### config.mk
export PLATFORM = sky130hd
export DESIGN_NAME = ifetch_unit
export DESIGN_NICKNAME = d
export VERILOG_FILES = /design/src/rtl/ifetch_pkg.sv /design/src/rtl/ifetch_timer.sv /design/src/rtl/ifetch_unit.sv
export SDC_FILE = /design/constraint.sdc
export NUM_CORES = 1
export LEC_CHECK = 0
export CAP_MARGIN = 20
export CORE_MARGIN = 2
export CORE_UTILIZATION = 47
export CTS_CLUSTER_DIAMETER = 40
export DETAILED_ROUTE_END_ITERATION = 7
export PLACE_DENSITY = 0.85
export SYNTH_ARGS = -nofsm -noshare
export SYNTH_HDL_FRONTEND = slang
export SYNTH_SLANG_ARGS = --single-unit
### constraint.sdc
create_clock -name clock -period 4.84 [get_ports clock]
set_clock_uncertainty 0.05 [all_clocks]
set_input_delay 0.968 -clock clock [delete_from_list [all_inputs] [get_ports clock]]
set_output_delay 0.968 -clock clock [all_outputs]
set_load 0.01 [all_outputs]
### src/rtl/ifetch_pkg.sv
// Shared definitions for the instruction-fetch stage: FSM state
// encoding and default widths/timeout used by ifetch_unit and its timer.
package ifetch_pkg;

    typedef enum logic [1:0] {
        IF_IDLE = 2'd0,
        IF_REQ  = 2'd1,
        IF_HOLD = 2'd2
    } if_state_t;

    localparam int IF_ADDR_W  = 16;
    localparam int IF_DATA_W  = 16;
    localparam int IF_TIMEOUT = 8;

endpackage

### src/rtl/ifetch_timer.sv
// Clearable up-counter that measures how long a memory request has been
// outstanding; tc flags the last permitted wait cycle (count == TIMEOUT-1).
module ifetch_timer
    import ifetch_pkg::*;
#(
    parameter  int TIMEOUT = IF_TIMEOUT,
    localparam int CW      = (TIMEOUT > 1) ? $clog2(TIMEOUT) : 1
) (
    input  logic clock,
    input  logic reset,
    input  logic clr,
    input  logic en,
    output logic tc
);

    logic [CW-1:0] count;

    // Count while enabled; clear has priority so a new request starts at zero.
    always_ff @(posedge clock or posedge reset) begin
        if (reset) begin
            count <= '0;
        end else if (clr) begin
            count <= '0;
        end else if (en) begin
            count <= count + 1'b1;
        end
    end

    assign tc = (count == CW'(TIMEOUT - 1));

endmodule

### src/rtl/ifetch_unit.sv
// Instruction-fetch stage: reads imem at pcIn with a level req/ack
// handshake, holds the instruction for decode, and pulses pcWrite back to
// pc_block once decode accepts it. Flush and a bounded wait abort a fetch.
//
// Handshake: imemReq is a level that stays high with imemAddr stable until
// the cycle imemAck=1 is sampled (or flush/timeout aborts); imemAck outside
// REQ is ignored. Towards decode, instrValid stays high with instr/instrPc
// stable until decodeReady=1 is sampled (or flush).
module ifetch_unit
    import ifetch_pkg::*;
#(
    parameter int ADDR_W  = IF_ADDR_W,
    parameter int DATA_W  = IF_DATA_W,
    parameter int TIMEOUT = IF_TIMEOUT
) (
    input  logic              clock,
    input  logic              reset,
    input  logic [ADDR_W-1:0] pcIn,
    input  logic              fetchEn,
    input  logic              flush,
    input  logic              decodeReady,
    input  logic              imemAck,
    input  logic [DATA_W-1:0] imemData,
    output logic              imemReq,
    output logic [ADDR_W-1:0] imemAddr,
    output logic [DATA_W-1:0] instr,
    output logic [ADDR_W-1:0] instrPc,
    output logic              instrValid,
    output logic              pcWrite,
    output logic              fetchErr,
    output logic              busy,
    output logic [1:0]        dbg_state
);

    if_state_t         state, state_n;
    logic              req_n;
    logic [ADDR_W-1:0] addr_n;
    logic [DATA_W-1:0] instr_n;
    logic [ADDR_W-1:0] instr_pc_n;
    logic              valid_n;
    logic              pc_write_n;
    logic              fetch_err_n;
    logic              tmr_tc;

    // Wait counter runs only while a request is outstanding and sits at
    // zero otherwise, so every request starts from a fresh count.
    ifetch_timer #(
        .TIMEOUT (TIMEOUT)
    ) u_timer (
        .clock (clock),
        .reset (reset),
        .clr   (state != IF_REQ),
        .en    (state == IF_REQ),
        .tc    (tmr_tc)
    );

    // Next-state and next-output decode; flush dominates ack, accept and timeout.
    always_comb begin
        state_n     = state;
        req_n       = imemReq;
        addr_n      = imemAddr;
        instr_n     = instr;
        instr_pc_n  = instrPc;
        valid_n     = instrValid;
        pc_write_n  = 1'b0;
        fetch_err_n = 1'b0;
        case (state)
            IF_IDLE: begin
                // pcWrite high means pc_block has not advanced yet: wait a cycle.
                if (fetchEn && !flush && !pcWrite) begin
                    state_n = IF_REQ;
                    req_n   = 1'b1;
                    addr_n  = pcIn;
                end
            end
            IF_REQ: begin
                if (flush) begin
                    state_n = IF_IDLE;
                    req_n   = 1'b0;
                end else if (imemAck) begin
                    state_n    = IF_HOLD;
                    req_n      = 1'b0;
                    instr_n    = imemData;
                    instr_pc_n = imemAddr;
                    valid_n    = 1'b1;
                end else if (tmr_tc) begin
                    state_n     = IF_IDLE;
                    req_n       = 1'b0;
                    fetch_err_n = 1'b1;
                end
            end
            IF_HOLD: begin
                if (flush) begin
                    state_n = IF_IDLE;
                    valid_n = 1'b0;
                end else if (decodeReady) begin
                    state_n    = IF_IDLE;
                    valid_n    = 1'b0;
                    pc_write_n = 1'b1;
                end
            end
            default: begin
                state_n = IF_IDLE;
                req_n   = 1'b0;
                valid_n = 1'b0;
            end
        endcase
    end

    // State and output registers; reset clears everything immediately.
    always_ff @(posedge clock or posedge reset) begin
        if (reset) begin
            state      <= IF_IDLE;
            imemReq    <= 1'b0;
            imemAddr   <= '0;
            instr      <= '0;
            instrPc    <= '0;
            instrValid <= 1'b0;
            pcWrite    <= 1'b0;
            fetchErr   <= 1'b0;
        end else begin
            state      <= state_n;
            imemReq    <= req_n;
            imemAddr   <= addr_n;
            instr      <= instr_n;
            instrPc    <= instr_pc_n;
            instrValid <= valid_n;
            pcWrite    <= pc_write_n;
            fetchErr   <= fetch_err_n;
        end
    end

    assign busy      = (state != IF_IDLE);
    assign dbg_state = state;

endmodule

==> results_dict.tcl <==
set metrics [dict create \
    path_clk_slew_ns 0.05 \
    dp_cells 291 \
    post_cts_resized 0 \
    setup-tns-final_ns 0 \
    rsz0062_at_grt "no" \
    drcViolationCount 0 \
    p_leak_nw 1.53 \
    fin_crit_ns 2.75 \
    r2r_slack_ns 2.65 \
    ys_warn_count 0 \
    p_int_mw 1.25 \
    cts.sinks 57 \
    worstPathMaxFanout 18 \
    synthesis.nets 177 \
    diodes 0 \
    synth_seq_area_share_pct 60.0 \
    antenna_found_initial 0 \
    timing.final.crit_share_pct 56.9 \
    final_cells 304 \
    hold_violations 0 \
    hpwl_mm 3.19 \
    grt_pass1_vias 1462 \
    postCtsHoldBufs 0 \
    grt_max_degree 58 \
    nets 275 \
    relSlewSlack_pct 31.3 \
    clk_path_buf_depth 2 \
    syn_to_final_growth_pct 45.0 \
    powerDensity_nw_per_um2 491 \
    reg2reg_depth 3 \
    grt_first_pass_wirelength_mm 7.42 \
    slew_violations 0 \
    p_switching_mw 0.440 \
    max_cap_viol_count 0 \
    min_path_cells 1 \
    avgRoutedWirePerCell_um 15.0 \
    tightestPinTransition_ns 1.03 \
    rows 25 \
    boundaryPins 93 \
    core_area_um2 4790 \
    synth_largest_area_cell "dfrtp_1" \
    power_frac_comb_pct 37.5 \
    setup_viol 0 \
    dr.pass1.iters 2 \
    min_from "u_timer.count[0]" \
    cp-start-kind "primary input" \
    drive_gt1_share_pct 28.3 \
    portBuffers 92 \
    worst-setup-path-type "primary input to flop" \
    pre_cts_slack_ns 1.74 \
    synth_top_area_share_pct 60.0 \
    die_y_um 75.1 \
    cts_tree "built" \
    worstReg2RegEnd "instrPc[13]" \
    die_width_um 75.1 \
    power_frac_seq_pct 42.1 \
    syn_inst 137 \
    syn_avg_cell_area_um2 17.3 \
    track_usage_pct 18.0 \
    ir_drop_mv 0.238 \
    hold_end "u_timer.count[0]" \
    rr_startpoint "dbg_state[0]" \
    gp_congestion 0.719 \
    via_per_inst 4.81 \
    critical_path_required_ns 4.98 \
    syn_area_um2 2380 \
    end_kind "flop" \
    drt_iter0_drc 56 \
    cts_setup_buffers 0 \
    crit_arrival_ns 2.90 \
    ys_types 22 \
    netlist_top_cells_area "dfrtp_1 (60%), mux2_4 (24%), mux2_2 (4.7%), buf_12 (2.5%), buf_6 (1.4%)" \
    switching_share_pct 26.0 \
    vias 1463 \
    finalCoreUtilization_pct 72.0 \
    fmax_mhz 363 \
    outcome "complete, no violations" \
    cts_buffers 9 \
    worst_slack_ns 2.09 \
    grt_remaining_overflow 0 \
    ctsHtreeMaxLevel 3 \
    drt-total-wl_mm 4.56 \
    cts-root-buf "clkbuf_8" \
    ant_nets 0 \
    hold_class "flop to flop" \
    dieArea_um2 5640 \
    synth_seq_cells 57 \
    clock_latency_ns 0.31 \
    pwr-share-clk_pct 20.5 \
    start_util_pct 49.6 \
]
## power groups by stage
stage | combinational [mW] | sequential, mW | clock (mW)
final | 0.635 | 0.713 | 0.347
after global routing | 0.674 | 0.732 | 0.384
after CTS | 0.644 | 0.714 | 0.361
after detailed placement | 0.641 | 0.718 | 0
after global placement | 0.631 | 0.718 | 0
after floorplan | 0.221 | 0.779 | 0
## cells in the final DEF (no fill, tap or decap)
cell type / n
clkdlybuf4s50_1: 92
dfrtp_1: 57
mux2_4: 38
mux2_2: 10
clkbuf_8: 10
nor2_1: 5
and3_1: 2
and2_2: 2
ha_1: 2
clkbuf_1: 2
inv_1: 1
nor2b_2: 1
and3_2: 1
a31o_2: 1
or2_2: 1
or2b_1: 1
nor4b_1: 1
inv_2: 1
nor3b_1: 1
a21oi_1: 1
a31oi_1: 1
nand3b_1: 1
o21ai_0: 1
o41ai_1: 1
a21o_1: 1
clkinv_2: 1
buf_4: 1
## how the worst max path moves through the flow
stage | start | to | slack, ns
floorplan | reset | dbg_state[0] | 2.42
global placement | flush | imemAddr[11] | 1.79
detailed placement | flush | imemAddr[10] | 1.74
CTS | flush | imemAddr[10] | 2.08
global route | flush | imemAddr[10] | 2.01
finish | flush | imemAddr[10] | 2.09
## cell usage after synthesis
library cell and instances:
dfrtp_1 57, a21oi_1 1, o21ai_0 1, and2_2 2, buf_12 3, buf_6 3, a21o_1 1, nor3b_1 1
inv_1 2, ha_1 2, mux2_2 10, and3_1 3, nor2b_2 1, or2_2 1, nand3b_1 1, o41ai_1 1
nor4b_1 1, a31o_2 1, nor2_1 5, a31oi_1 1, or2b_1 1, mux2_4 38
## layer usage
layer,vias to the layer above,global-route usage [%],share of wire [%]
met3,14,5.22,7.4
met4,0,10.1,2.6
met5,-,0,0
met2,63,25.8,45
li1,675,-,-
met1,711,24.6,45
## area by class of cell
type                            instances  area (µm²)
Clock buffer                           12         145
Clock inverter                          1        5.00
Fill cell                             335        1340
Inverter                                2        7.51
Multi-Input combinational cell         72         850
Sequential cell                        57        1430
Tap cell                               67        83.8
Timing Repair Buffer                   93         928
## registers in the layout, summed over array words and instances (netlist names)
name	cells
imemAddr	16
instrValid	1
imemReq	1
instr	16
instrPc	16
fetchErr	1
u_timer.count	3
dbg_state	2
pcWrite	1
## critical path, stage by stage
cell and delay (ns):
clkdlybuf4s50_1 0.48, nor2_1 0.18, and3_1 0.84, mux2_2 0.42
## cells by family after synthesis
logic type | Yosys count | share of synthesized area, %
adders and majority gates | 2 | 1.05
muxes | 48 | 28.8
DFF | 57 | 60.0
and+or+nand+nor | 16 | 4.16
buffers and inverters | 8 | 4.27
AOI/OAI and AO/OA | 6 | 1.74
## metrics by stage
step / area [µm²] / total power, mW / hold WS, ns
global route: 3450 / 1.79 / 0.421
global placement: 3300 / 1.35 / 0.375
finish: 3450 / 1.69 / 0.383
floorplan: 2380 / 1.00 / 0.358
CTS: 3450 / 1.72 / 0.386
detailed placement: 3300 / 1.36 / 0.379
No activity file was read; power rests on OpenSTA's default activity.
==> variant 1 (same flow settings) <==
`instr` no longer has a reset.
--- a/src/rtl/ifetch_unit.sv
+++ b/src/rtl/ifetch_unit.sv
@@ -113,7 +113,6 @@
             state      <= IF_IDLE;
             imemReq    <= 1'b0;
             imemAddr   <= '0;
-            instr      <= '0;
             instrPc    <= '0;
             instrValid <= 1'b0;
             pcWrite    <= 1'b0;
@@ -122,7 +121,6 @@
             state      <= state_n;
             imemReq    <= req_n;
             imemAddr   <= addr_n;
-            instr      <= instr_n;
             instrPc    <= instr_pc_n;
             instrValid <= valid_n;
             pcWrite    <= pc_write_n;
@@ -130,6 +128,10 @@
         end
     end
 
+    always_ff @(posedge clock) begin
+        instr <= instr_n;
+    end
+
     assign busy      = (state != IF_IDLE);
     assign dbg_state = state;
 
Function: differs if reset is asserted again (counterexample within 4 cycles, from zero or initial values and one cycle with reset high); with reset held inactive, the same outputs for 10 cycles.
==> variant 1 against the unedited design <==
Core utilization increased by 2.3 points. Total power shrank 14%. Register-to-register slack got worse by 0.02 ns. Setup slack worse by 0.094 ns. Design area decreased by 4.8%. Wire length increased by 0.70%. Clock power is 4% higher. Synthesized area fell by 7.7%. Sequential cell count unchanged. Highest routed layer unchanged.
==> variant 1: results (changes against the unedited design) <==
[yosys]
synthTopCellsByCount = dfrtp_1, mux2_4, edfxtp_1
ys_seq_area_frac = 0.687  ; +0.0865
synthAdderAreaFrac = 0.0114  ; +0.000877
ys.warnings.count = 0  ; unchanged
syn_nets = 161  ; -9.0%
synthMuxAreaShare = 0.195  ; -0.0924
synth_compound_area_frac = 0.0171  ; -0.000264
synth_top_cells_by_area = dfrtp_1, edfxtp_1, mux2_4, mux2_2, buf_6
synth-edff-count = 16  ; +16
synth_xor_area_frac = 0  ; unchanged
async_reset_ff_frac = 0.719  ; -0.281
ys_types = 26  ; +18%

[setup_path]
timing.rr.end = imemAddr[14]
r2r-start = dbg_state[0]
cp_max_fo = 17  ; -1
r2r_cells = 3  ; unchanged
rrSetupSlack_ns = 2.63  ; -0.02 ns
arrival_ns = 3.00  ; +0.10 ns

[placed_design]
gp_congestion = 0.777  ; +8.1%
io_buffers = 92  ; unchanged
hpwl_um = 3240  ; +1.6%

[worst_hold_path]
worstHoldPathCells = 1  ; unchanged
hold_class = reg2reg
min_to = u_timer.count[0]
holdCritStartpoint = u_timer.count[0]

[final_layout]
n_antenna_cell = 0  ; unchanged
fillCellCount = 261  ; -22%
top_regs = imemAddr (16), instrPc (16), instr (16)
drive_gt1_frac = 0.227  ; -0.0560
fin_nets = 260  ; -5.5%

[detailed_routing]
dr.pass1.iters = 4  ; +2
drtIter0Drc = 76  ; +36%
vias_per_cell = 5.05  ; +4.9%
wire_per_inst_um = 16.6  ; +11%

[sta]
setup_violations = 0  ; unchanged
tightest_slew_ns = 0.959  ; -0.0715 ns

[global_routing]
grt_usage = 0.188  ; +0.00744
grt_max_degree = 42  ; -28%
grt_first_pass_wirelength_um = 7240  ; -2.5%
grt_pass1_vias = 1427  ; -2.4%
antenna_found_initial = 0  ; unchanged

[clock_network]
numCtsBuffers = 9  ; unchanged
cts_buffer_depth = 2  ; unchanged
cts_root_buf = clkbuf_8
clk_pin_slew_worst_paths_ns = 0.06
cts_resized = 0  ; unchanged
cts_setup_buffers = 0  ; unchanged
htreeDepth = 3  ; unchanged
clkLatencyLatePin_ns = 0.32

[power_and_ir_drop]
p_leak_uw = 0.00136  ; -11%
peakVddDrop_mv = 0.266  ; +12%

[outcome]
outcome = finished clean

[variant 1: how the worst max path moves through the flow]
stage	startpoint	to	slack [ns]
6_report	flush	imemAddr[14]	1.99
5_1_grt	flush	imemAddr[14]	1.90
4_1_cts	flush	imemAddr[14]	2.00
3_5_place_dp	flush	imemAddr[8]	1.68
3_3_place_gp	flush	imemAddr[12]	1.80
2_1_floorplan	flush	imemAddr[0]	2.81
[variant 1: area by class of cell]
type	instances	area [sq um]	share of cell area
multi-input combinational	57	611	0.186
inverter	2	7.51	0.00229
tap	52	65.1	0.0198
sequential	57	1510	0.459
timing repair buffer	93	928	0.283
clock buffer	10	128	0.0389
clock inverter	6	35.0	0.0107
[variant 1: report_power, final]
group | internal (uW) | leakage [uW] | switching, uW | total (uW)
Combinational | 289 | 0.000637 | 136 | 425
Sequential | 594 | 0.000644 | 69.5 | 664
Clock | 182 | 0.0000818 | 178 | 360
[variant 1: cells by family (layout without fill, tap and decap cells)]
| group | Yosys count | count (layout) |
|---|---|---|
| adders and majority gates | 2 | 2 |
| and+or+nand+nor | 17 | 17 |
| muxes | 32 | 32 |
| buffers and inverters | 7 | 111 |
| DFF | 57 | 57 |
| AOI/OAI and AO/OA | 6 | 6 |
[variant 1: worst max-delay path, stage by stage]
cell and delay [ns]:
clkdlybuf4s50_1 0.50, nor2_1 0.24, and4bb_1 0.88, mux2_2 0.42
[variant 1: routing by layer]
layer  vias to the layer above  global-route usage  wire length (um)
met1                       683               0.243              2010
li1                        638                   -                 -
met3                         5              0.0597               412
met5                         -                   0                 0
met4                         0              0.0881                55
met2                        73               0.290              2120
[variant 1: through the flow]
step                utilization  std cells  worst slack, ns  hold slack (ns)  area, sq um
global route              0.743        277             1.90            0.427         3280
CTS                       0.743        277             2.00            0.404         3280
floorplan                     -        121             2.81            0.359         2190
detailed placement        0.706        261             1.68            0.396         3120
finish                    0.743        277             1.99            0.403         3280
global placement          0.706        261             1.80            0.374         3120
==> variant 2 (same flow settings) <==
Made on the original files. Change the package constant `IF_TIMEOUT` from 8 to 4.
--- a/src/rtl/ifetch_pkg.sv
+++ b/src/rtl/ifetch_pkg.sv
@@ -10,7 +10,7 @@
 
     localparam int IF_ADDR_W  = 16;
     localparam int IF_DATA_W  = 16;
-    localparam int IF_TIMEOUT = 8;
+    localparam int IF_TIMEOUT = 4;
 
 endpackage
 
Function: changed (a bounded check fails within 10 cycles, from zero or initial values and one cycle with reset high).
==> variant 2 against the unedited design <==
Global-route usage increased by 0.34 points. Wire length down 3.1%. Largest cell class unchanged. Total power decreased by 7.8%. Critical path type unchanged. Count of clock-buffer cells in the layout fell by 6. Final cell count down 7.2%. Setup slack improved by 0.0054 ns. Combinational power down 11%. Synthesized cell count down 2.2%. Synthesized area fell by 9.0%. Design area is 6.8% lower. Sequential cell count down 1. First-iteration DRC count is 57% higher.
==> variant 2: results (changes against the unedited design) <==
[global_routing]
grt_max_degree = 57  ; -1.7%
grt_first_pass_wirelength_um = 7280  ; -2.0%
grt_pass1_vias = 1471  ; +0.62%
grt_util_met1 = 0.258  ; +0.0115
grt_usage = 0.184  ; +0.00339
gr-usage-met2 = 0.259  ; +0.000975
met3_usage = 0.0816  ; +0.0294

[final_layout]
final_cells = 282  ; -7.2%
fillCellCount = 296  ; -12%
fin_nets = 268  ; -2.5%
drive_gt1_frac = 0.261  ; -0.0218

[setup_path]
cp_slowest_stage_delay_ns = 0.75  ; -0.09 ns
critPathTopFamily = simple AND/OR/NAND/NOR gates

[sta]
tightest_slew_ns = 0.847  ; -0.183 ns

[detailed_routing]
vias = 1430  ; -2.3%
wire_per_inst_um = 15.7  ; +4.5%
dr.pass1.iters = 4  ; +2
drtIter0Drc = 88  ; +57%

[yosys]
synthCells = 134  ; -2.2%
synthTopCellsByCount = dfrtp_1, mux2_2, buf_6, nor2_1
ys_seq_area_frac = 0.648  ; +0.0478
synth_top_cells_by_area = dfrtp_1, mux2_2, buf_6, mux2_1, nor3b_4
syn_nets = 173  ; -2.3%

[placed_design]
hpwl_um = 3130  ; -1.8%
gp_congestion = 0.793  ; +10%
post-place-ws_ns = 1.75  ; +0.00802 ns
dpl-instance-area_sq_um = 3110  ; -5.8%

[clock_network]
htreeDepth = 2  ; -1
clk_pin_slew_worst_paths_ns = 0.10  ; +0.05 ns
numCtsBuffers = 5  ; -4

[outcome]
outcome = finished clean

[power_and_ir_drop]
p_leak_uw = 0.00136  ; -11%
switching_share = 0.270  ; +0.00956
peakVddDrop_mv = 0.326  ; +37%

==> variant 2: changes by cell type after synthesis, moves of 2 or more <==
cell	unedited run	this run
mux2_2	10	45
and2_2	2	0
mux2_4	38	0
buf_12	3	0
mux2_1	0	3
==> variant 2: per-stage QoR <==
stage,hold WS (ns),util,power (uW)
final,0.392,0.733,1560
after global routing,0.401,0.733,1650
after CTS,0.395,0.733,1580
after detailed placement,0.374,0.708,1280
after global placement,0.376,0.708,1270
after floorplan,0.360,-,918
==> variant 2: final timing paths <==
path                                        from               end  slack (ns)  depth (start not counted)
worst min-delay path            u_timer.count[0]  u_timer.count[0]        0.39                          1
worst max-delay path                       flush       imemAddr[6]        2.09                          4
worst min register to register  u_timer.count[0]  u_timer.count[0]        0.39                          1
min in group asynchronous                  reset        instrPc[1]        1.12                          3
worst max register to register      dbg_state[1]         instr[13]        2.74                          4
max in group asynchronous                  reset        instrPc[6]        3.16                          3
==> variant 2: cell type report <==
class,count,area share
repair buffers,94,0.291
multi-input cells,69,0.215
well taps,52,0.0202
inverters,3,0.00350
flip-flops and latches,56,0.436
clock inverters,2,0.0109
clock buffers,6,0.0226
==> variant 2: metal layers <==
metal | part of all wire | wire length, um
met2 | 0.42 | 1860
met4 | 0.0077 | 34
met1 | 0.45 | 1990
met5 | 0 | 0
met3 | 0.12 | 542
==> variant 2: worst reg2reg max path, stage by stage (launching register included) <==
cell	delay, ns
dfrtp_1	0.47
nand2b_2	0.27
nor3b_4	0.41
buf_4	0.40
mux2_2	0.39
==> variant 2: cells by family (layout without fill, tap and decap cells) <==
family	Yosys count	after routing	share of synthesized area
compound gates	5	5	0.0150
fa+ha+maj	1	1	0.00579
buf+inv	9	105	0.0318
flops	56	56	0.648
mux	48	48	0.250
simple gates	15	15	0.0492
==> variant 2: power groups by stage <==
stage	Combinational (uW)	Sequential, uW	Clock (uW)
4_1_cts	576	698	308
5_1_grt	607	715	325
3_5_place_dp	574	706	0
6_report	568	695	299
3_3_place_gp	564	703	0
2_1_floorplan	152	766	0
